## src/rtl/ex_stage.sv

```systemverilog
// Execute stage: single-cycle ALU plus an iterative 32-step multiply/divide unit
// that owns HI/LO and stalls the front end while it runs.
module ex_stage #(
  parameter int unsigned MD_STEPS = 32
) (
  input  logic        clock,
  input  logic        reset,
  input  logic        in_valid,
  input  logic [31:0] pc_in,
  input  logic [31:0] valA_in,
  input  logic [31:0] valB_in,
  input  logic [31:0] offset_in,
  input  logic [4:0]  dest_in,
  input  logic [5:0]  op_in,
  input  logic [7:0]  signals_in,
  output logic        stall_out,
  output logic        out_valid,
  output logic [31:0] pc_out,
  output logic [31:0] result_out,
  output logic [31:0] store_out,
  output logic [4:0]  dest_out,
  output logic [7:0]  signals_out,
  output logic [31:0] hi_out,
  output logic [31:0] lo_out
);

  localparam logic [5:0] OP_ADD  = 6'd0,  OP_SUB  = 6'd1,  OP_AND  = 6'd2,  OP_OR   = 6'd3;
  localparam logic [5:0] OP_XOR  = 6'd4,  OP_NOR  = 6'd5,  OP_SLT  = 6'd6,  OP_SLTU = 6'd7;
  localparam logic [5:0] OP_SLL  = 6'd8,  OP_SRL  = 6'd9,  OP_SRA  = 6'd10, OP_LUI  = 6'd11;
  localparam logic [5:0] OP_MULT = 6'd16, OP_MULTU = 6'd17, OP_DIV = 6'd18, OP_DIVU = 6'd19;
  localparam logic [5:0] OP_MFHI = 6'd20, OP_MFLO = 6'd21;

  typedef enum logic {IDLE, BUSY} state_t;

  state_t      state_q, state_d;
  logic        valid_q, valid_d;
  logic [31:0] pc_q, pc_d, result_q, result_d, store_q, store_d;
  logic [4:0]  dest_q, dest_d;
  logic [7:0]  sig_q, sig_d;
  logic [31:0] hi_q, hi_d, lo_q, lo_d;
  logic [4:0]  cnt_q, cnt_d;
  logic [63:0] w_q, w_d;
  logic [31:0] m_q, m_d, araw_q, araw_d;
  logic        is_div_q, is_div_d, neg_q, neg_d, rneg_q, rneg_d;
  logic [31:0] pc_c_q, pc_c_d, store_c_q, store_c_d;
  logic [4:0]  dest_c_q, dest_c_d;
  logic [7:0]  sig_c_q, sig_c_d;

  logic [31:0] b_op, alu_res, mag_a, mag_b;
  logic        is_md, is_signed, sa, sb, last;
  logic [32:0] mul_sum, div_diff;
  logic [63:0] w_step, prod;

  assign b_op      = signals_in[0] ? offset_in : valB_in;
  assign is_md     = (op_in == OP_MULT) || (op_in == OP_MULTU) ||
                     (op_in == OP_DIV)  || (op_in == OP_DIVU);
  assign is_signed = (op_in == OP_MULT) || (op_in == OP_DIV);
  assign sa        = is_signed & valA_in[31];
  assign sb        = is_signed & b_op[31];
  assign mag_a     = sa ? -valA_in : valA_in;
  assign mag_b     = sb ? -b_op : b_op;
  assign last      = (cnt_q == 5'(MD_STEPS - 1));
  assign stall_out = (state_q == BUSY) || (in_valid && is_md);

  always_comb begin
    alu_res = '0;
    case (op_in)
      OP_ADD:  alu_res = valA_in + b_op;
      OP_SUB:  alu_res = valA_in - b_op;
      OP_AND:  alu_res = valA_in & b_op;
      OP_OR:   alu_res = valA_in | b_op;
      OP_XOR:  alu_res = valA_in ^ b_op;
      OP_NOR:  alu_res = ~(valA_in | b_op);
      OP_SLT:  alu_res = {31'b0, $signed(valA_in) < $signed(b_op)};
      OP_SLTU: alu_res = {31'b0, valA_in < b_op};
      OP_SLL:  alu_res = b_op << valA_in[4:0];
      OP_SRL:  alu_res = b_op >> valA_in[4:0];
      OP_SRA:  alu_res = $signed(b_op) >>> valA_in[4:0];
      OP_LUI:  alu_res = {b_op[15:0], 16'h0};
      OP_MFHI: alu_res = hi_q;
      OP_MFLO: alu_res = lo_q;
      default: alu_res = '0;
    endcase
  end

  // Mul: {acc, multiplier} shifts right, adding the multiplicand on a 1 LSB.
  // Div: {remainder, dividend} shifts left, quotient bits fill in from the LSB.
  always_comb begin
    mul_sum  = {1'b0, w_q[63:32]} + {1'b0, m_q};
    div_diff = w_q[63:31] - {1'b0, m_q};
    if (is_div_q) begin
      if (!div_diff[32]) w_step = {div_diff[31:0], w_q[30:0], 1'b1};
      else               w_step = {w_q[62:0], 1'b0};
    end else begin
      if (w_q[0]) w_step = {mul_sum, w_q[31:1]};
      else        w_step = {1'b0, w_q[63:1]};
    end
    prod = neg_q ? -w_step : w_step;
  end

  always_comb begin
    state_d   = state_q;
    valid_d   = valid_q;
    pc_d      = pc_q;
    result_d  = result_q;
    store_d   = store_q;
    dest_d    = dest_q;
    sig_d     = sig_q;
    hi_d      = hi_q;
    lo_d      = lo_q;
    cnt_d     = cnt_q;
    w_d       = w_q;
    m_d       = m_q;
    araw_d    = araw_q;
    is_div_d  = is_div_q;
    neg_d     = neg_q;
    rneg_d    = rneg_q;
    pc_c_d    = pc_c_q;
    store_c_d = store_c_q;
    dest_c_d  = dest_c_q;
    sig_c_d   = sig_c_q;
    case (state_q)
      IDLE: begin
        valid_d  = in_valid && !is_md;
        pc_d     = pc_in;
        result_d = alu_res;
        store_d  = valB_in;
        dest_d   = dest_in;
        sig_d    = signals_in;
        if (in_valid && is_md) begin
          state_d   = BUSY;
          cnt_d     = '0;
          is_div_d  = (op_in == OP_DIV) || (op_in == OP_DIVU);
          neg_d     = sa ^ sb;
          rneg_d    = sa;
          araw_d    = valA_in;
          pc_c_d    = pc_in;
          store_c_d = valB_in;
          dest_c_d  = dest_in;
          sig_c_d   = signals_in;
          if (is_div_d) begin
            w_d = {32'b0, mag_a};
            m_d = mag_b;
          end else begin
            w_d = {32'b0, mag_b};
            m_d = mag_a;
          end
        end
      end
      BUSY: begin
        valid_d = 1'b0;
        w_d     = w_step;
        cnt_d   = cnt_q + 5'd1;
        if (last) begin
          state_d  = IDLE;
          valid_d  = 1'b1;
          result_d = '0;
          pc_d     = pc_c_q;
          store_d  = store_c_q;
          dest_d   = dest_c_q;
          sig_d    = sig_c_q;
          if (!is_div_q) begin
            hi_d = prod[63:32];
            lo_d = prod[31:0];
          end else if (m_q == '0) begin
            hi_d = araw_q;
            lo_d = '1;
          end else begin
            lo_d = neg_q  ? -w_step[31:0]  : w_step[31:0];
            hi_d = rneg_q ? -w_step[63:32] : w_step[63:32];
          end
        end
      end
      default: state_d = IDLE;
    endcase
  end

  always_ff @(posedge clock) begin
    if (reset) begin
      state_q   <= IDLE;
      valid_q   <= 1'b0;
      pc_q      <= '0;
      result_q  <= '0;
      store_q   <= '0;
      dest_q    <= '0;
      sig_q     <= '0;
      hi_q      <= '0;
      lo_q      <= '0;
      cnt_q     <= '0;
      w_q       <= '0;
      m_q       <= '0;
      araw_q    <= '0;
      is_div_q  <= 1'b0;
      neg_q     <= 1'b0;
      rneg_q    <= 1'b0;
      pc_c_q    <= '0;
      store_c_q <= '0;
      dest_c_q  <= '0;
      sig_c_q   <= '0;
    end else begin
      state_q   <= state_d;
      valid_q   <= valid_d;
      pc_q      <= pc_d;
      result_q  <= result_d;
      store_q   <= store_d;
      dest_q    <= dest_d;
      sig_q     <= sig_d;
      hi_q      <= hi_d;
      lo_q      <= lo_d;
      cnt_q     <= cnt_d;
      w_q       <= w_d;
      m_q       <= m_d;
      araw_q    <= araw_d;
      is_div_q  <= is_div_d;
      neg_q     <= neg_d;
      rneg_q    <= rneg_d;
      pc_c_q    <= pc_c_d;
      store_c_q <= store_c_d;
      dest_c_q  <= dest_c_d;
      sig_c_q   <= sig_c_d;
    end
  end

  assign out_valid   = valid_q;
  assign pc_out      = pc_q;
  assign result_out  = result_q;
  assign store_out   = store_q;
  assign dest_out    = dest_q;
  assign signals_out = sig_q;
  assign hi_out      = hi_q;
  assign lo_out      = lo_q;

endmodule

```

## config.mk

```make
export PLATFORM = sky130hd
export DESIGN_NAME = ex_stage
export DESIGN_NICKNAME = d
export VERILOG_FILES = /design/src/rtl/ex_stage.sv
export SDC_FILE = /design/constraint.sdc
export NUM_CORES = 2
export LEC_CHECK = 0
export ABC_AREA = 1
export CORE_ASPECT_RATIO = 0.7
export CORE_UTILIZATION = 35
export DETAILED_ROUTE_END_ITERATION = 8
export HOLD_SLACK_MARGIN = 0.15
export PLACE_DENSITY_LB_ADDON = 0.3
export SLEW_MARGIN = 20
export SYNTH_ARGS = -nofsm -noshare
export SYNTH_HDL_FRONTEND = slang
export SYNTH_SLANG_ARGS = --single-unit
```

## constraint.sdc

```tcl
create_clock -name clock -period 11.35 [get_ports clock]
set_input_delay 2.27 -clock clock [delete_from_list [all_inputs] [get_ports clock]]
set_output_delay 2.27 -clock clock [all_outputs]
set_load 0.02 [all_outputs]
```

==> impl_metrics.env <==
export IMPL_synth_fa_ha_area_frac=0.06187
export IMPL_synth_compound_area_frac=0.2304
export IMPL_synth_seq_cells=388
export IMPL_cp_end_kind="output port"
export IMPL_hold_depth=2
export IMPL_row_count=96
export IMPL_rr_worst_depth=34
export IMPL_cts_made_buffers=45
export IMPL_crit_path_max_fanout=31
export IMPL_cts_buffer_depth=3
export IMPL_synthFlopType="dfxtp_1"
export IMPL_status="finished, final reports clean"
export IMPL_synth_mux_area_frac=0.002584
export IMPL_tns_ns=0
export IMPL_grt_pass1_vias=37650
export IMPL_fin_nets=6398
export IMPL_setup_ws_ns=4.128
export IMPL_synth_cell_types=66
export IMPL_antenna_found_initial=10
export IMPL_die_x_um=379.2
export IMPL_fmax_ghz=0.1385
export IMPL_cts_setup_buffers=0
export IMPL_port_buffers=324
export IMPL_critPathKind="input port to output port"
export IMPL_hp_class="flop to flop"
export IMPL_area_delta_synth_final_pct=17.24
export IMPL_yosysWarnings=0
export IMPL_syn_inst=5909
export IMPL_irDropWorstVdd_mv=0.1119
export IMPL_vias=42810
export IMPL_power_density_nw_per_um2=104.0
export IMPL_rrSetupSlack_ns=4.77
export IMPL_cts_root_buffer="clkbuf_16"
export IMPL_synthXorXnorAreaFrac=0.02437
export IMPL_min_from="result_out[11]"
export IMPL_slew_headroom=0.1082
export IMPL_p_leak_nw=18.64
export IMPL_crit_slowest_cell="clkdlybuf4s50_1"
export IMPL_place_congestion=1.092
export IMPL_hold_viol_final=0
export IMPL_arrival_ns=4.95
export IMPL_clk_pin_slew_ns=0.06
export IMPL_die_y_um=266.1
export IMPL_vias_per_cell=5.753
export IMPL_synthArstFlopShare=0
export IMPL_clk_latency_ns=0.63
export IMPL_seq_area_frac_synth=0.2228
export IMPL_hold_path_end="result_out[11]"
export IMPL_grt_pass1_wl_um=267700
export IMPL_crit_required_ns=9.08
export IMPL_worstMarginPinSlew_ns=1.324
export IMPL_avgSynthCellArea_um2=5.900
export IMPL_cts_resized=0
export IMPL_syn_nets=6229
export IMPL_crit_top_cell="inv_1"
export IMPL_finalPower_mw=4.250
export IMPL_cts_tree="done"
export IMPL_rr_startpoint="m_q[0]"
export IMPL_clock_sinks=388
export IMPL_synth_top_family_by_area="simple AND/OR/NAND/NOR gates"
export IMPL_synth_edf_count=0
export IMPL_io_pins=325
export IMPL_ant_nets=0
export IMPL_maxCapViolations=0
export IMPL_hpwl_um=149500
export IMPL_crit_path_start="op_in[4]"
export IMPL_drive_above_1_share=0.05466
export IMPL_cp_slowest_stage_delay_ns=0.70
export IMPL_stdcell_count=7441
export IMPL_synth_area_um2=34860
export IMPL_rsz0062_at_grt="no"
export IMPL_setup_violations=0
export IMPL_post_route_period_util=0.6363
export IMPL_fin_skew_ns=0.02819
export IMPL_htree_levels=2
export IMPL_overflow=0
export IMPL_initial_core_util=0.3544
export IMPL_wl_um=189700
export IMPL_critical_path_top_delay_family="buffers and inverters"
export IMPL_dp_cells=7354
export IMPL_crit_buf_inv=8
export IMPL_finalMaxSlewViolations=0
export IMPL_core_um2=98370
export IMPL_ctsHoldBuffers=0
export IMPL_utilization=0.4155
export IMPL_dr_pass1_iters=7
export IMPL_grt_max_degree=87
export IMPL_crit_chain="clkdlybuf4s50_1, inv_1, nor2_1, inv_1, nor2_1, inv_1, nor2_1, inv_1, buf_4, nand2_1, buf_4, clkdlybuf4s50_1"
export IMPL_synth_simple_area_share=0.3284
export IMPL_track_usage=0.3621
export IMPL_avgRoutedWirePerCell_um=25.50
export IMPL_drt_iter0_markers=6347
export IMPL_pre_cts_ws_ns=4.172
export IMPL_timing_rr_end="hi_out[10]"
export IMPL_drc=0
export IMPL_fp_dieArea_um2=100900
export IMPL_period_needed_ns=7.222
export IMPL_start_kind="input port"
==> worst reg2reg max path, delay by kind of cell (launching register included) <==
kind	cells	cell delay [ns]
and+or+nand+nor	23	3.84
adders and majority gates	3	0.93
AOI/OAI and AO/OA	4	0.63
DFF	1	0.59
buffers and inverters	4	0.47
==> where the power goes <==
part           leakage [nW]  switching, mW  internal [mW]  total [mW]
Combinational          14.7          0.880          0.350        1.23
Sequential             3.15         0.0186           1.39        1.41
Clock                 0.765          0.679          0.931        1.61
==> per-stage QoR <==
| stage | hold WS (ns) | instance area [µm²] |
|---|---|---|
| finish | 0.4629 | 40870 |
| global route | 0.4824 | 40860 |
| floorplan | 0.4297 | 34860 |
| CTS | 0.4649 | 40860 |
| detailed placement | 0.4553 | 39280 |
| global placement | 0.4528 | 39270 |
==> kinds of logic (layout without fill, tap and decap cells) <==
logic type / Yosys count / count (layout)
muxes: 9 / 9
buffers and inverters: 1170 / 1372
adders and majority gates: 170 / 170
other: 0 / 7
AOI/OAI and AO/OA: 1345 / 1345
DFF: 388 / 388
and+or+nand+nor: 2730 / 2730
xor gates and xnor gates: 97 / 97
==> cell type report <==
cell class	instances	area (µm²)
inverter	875	3289
fill	10690	57500
clock buffer	62	1280
multi-input combinational	4351	22630
timing repair buffer	417	3928
tap	1323	1655
antenna	7	17.52
clock inverter	18	296.5
sequential	388	7774
==> worst max path at each step <==
| stage | endpoint | slack (ns) | depth (start not counted) |
|---|---|---|---|
| global route | stall_out | 3.97 | 12 |
| CTS | stall_out | 4.16 | 12 |
| detailed placement | stall_out | 4.17 | 12 |
| global placement | stall_out | 4.09 | 12 |
| finish | stall_out | 4.13 | 12 |
| floorplan | stall_out | 5.61 | 9 |
==> placed cells by master (no fill, tap or decap), types with 20 or more instances in the layout <==
cell type	synthesis	routed
a21oi_1	396	396
a221oi_1	38	38
a31oi_1	42	42
buf_4	4	93
clkbuf_16	0	45
clkdlybuf4s50_1	0	320
dfxtp_1	388	385
ha_1	166	166
inv_1	853	851
nand2_1	1649	1647
nand2_2	40	40
nand3_1	356	356
nand4_1	60	60
nor2_1	463	454
nor2_2	23	30
nor3_1	46	46
nor4_1	20	20
o2111ai_1	26	26
o211ai_1	99	99
o21ai_0	412	410
o21ai_1	43	45
o221ai_1	43	43
o22ai_1	101	101
o32ai_1	29	29
or2_2	22	22
xor2_1	87	87
==> cells in the mapped netlist, types with 12 or more instances <==
cell type     n  share of area
o21ai_1      43         0.0062
or2_2        22         0.0039
buf_1        38         0.0041
a31oi_1      42         0.0075
a22oi_1      12         0.0026
dfxtp_1     388           0.22
nor2_1      463          0.050
buf_2        22         0.0032
o32ai_1      29         0.0073
o21ai_0     412          0.059
o22ai_1     101          0.018
nor4_1       20         0.0036
a221oi_1     38         0.0095
nor3_1       46         0.0066
inv_2        14         0.0015
a21oi_1     396          0.057
nor2_2       23         0.0041
o2111ai_1    26         0.0065
inv_1       853          0.092
o31ai_1      16         0.0034
nand2_2      40         0.0072
o21bai_1     13         0.0028
o211ai_1     99          0.021
nand3_1     356          0.051
o221ai_1     43          0.011
nand2_1    1649           0.18
clkbuf_1    221          0.024
xor2_1       87          0.022
nand4_1      60          0.011
a2111oi_0    15         0.0038
ha_1        166          0.060
==> state kept, by name, summed over array words and instances, names as in the netlist, 5 cells and up <==
| register | flops |
|---|---|
| dest_c_q | 5 |
| m_q | 32 |
| dest_out | 5 |
| hi_out | 32 |
| pc_out | 32 |
| cnt_q | 5 |
| pc_c_q | 32 |
| result_out | 32 |
| w_q | 64 |
| signals_out | 8 |
| araw_q | 32 |
| store_c_q | 32 |
| lo_out | 32 |
| sig_c_q | 8 |
| store_out | 32 |
==> metal layers <==
metal | track usage | vias up | share of wire
met4 | 0.07443 | 8 | 0.023
met1 | 0.5319 | 20100 | 0.45
met2 | 0.4770 | 2706 | 0.37
met5 | 0 | - | 0.00026
li1 | - | 19750 | -
met3 | 0.1540 | 243 | 0.16
No activity file was read; power rests on OpenSTA's default activity.
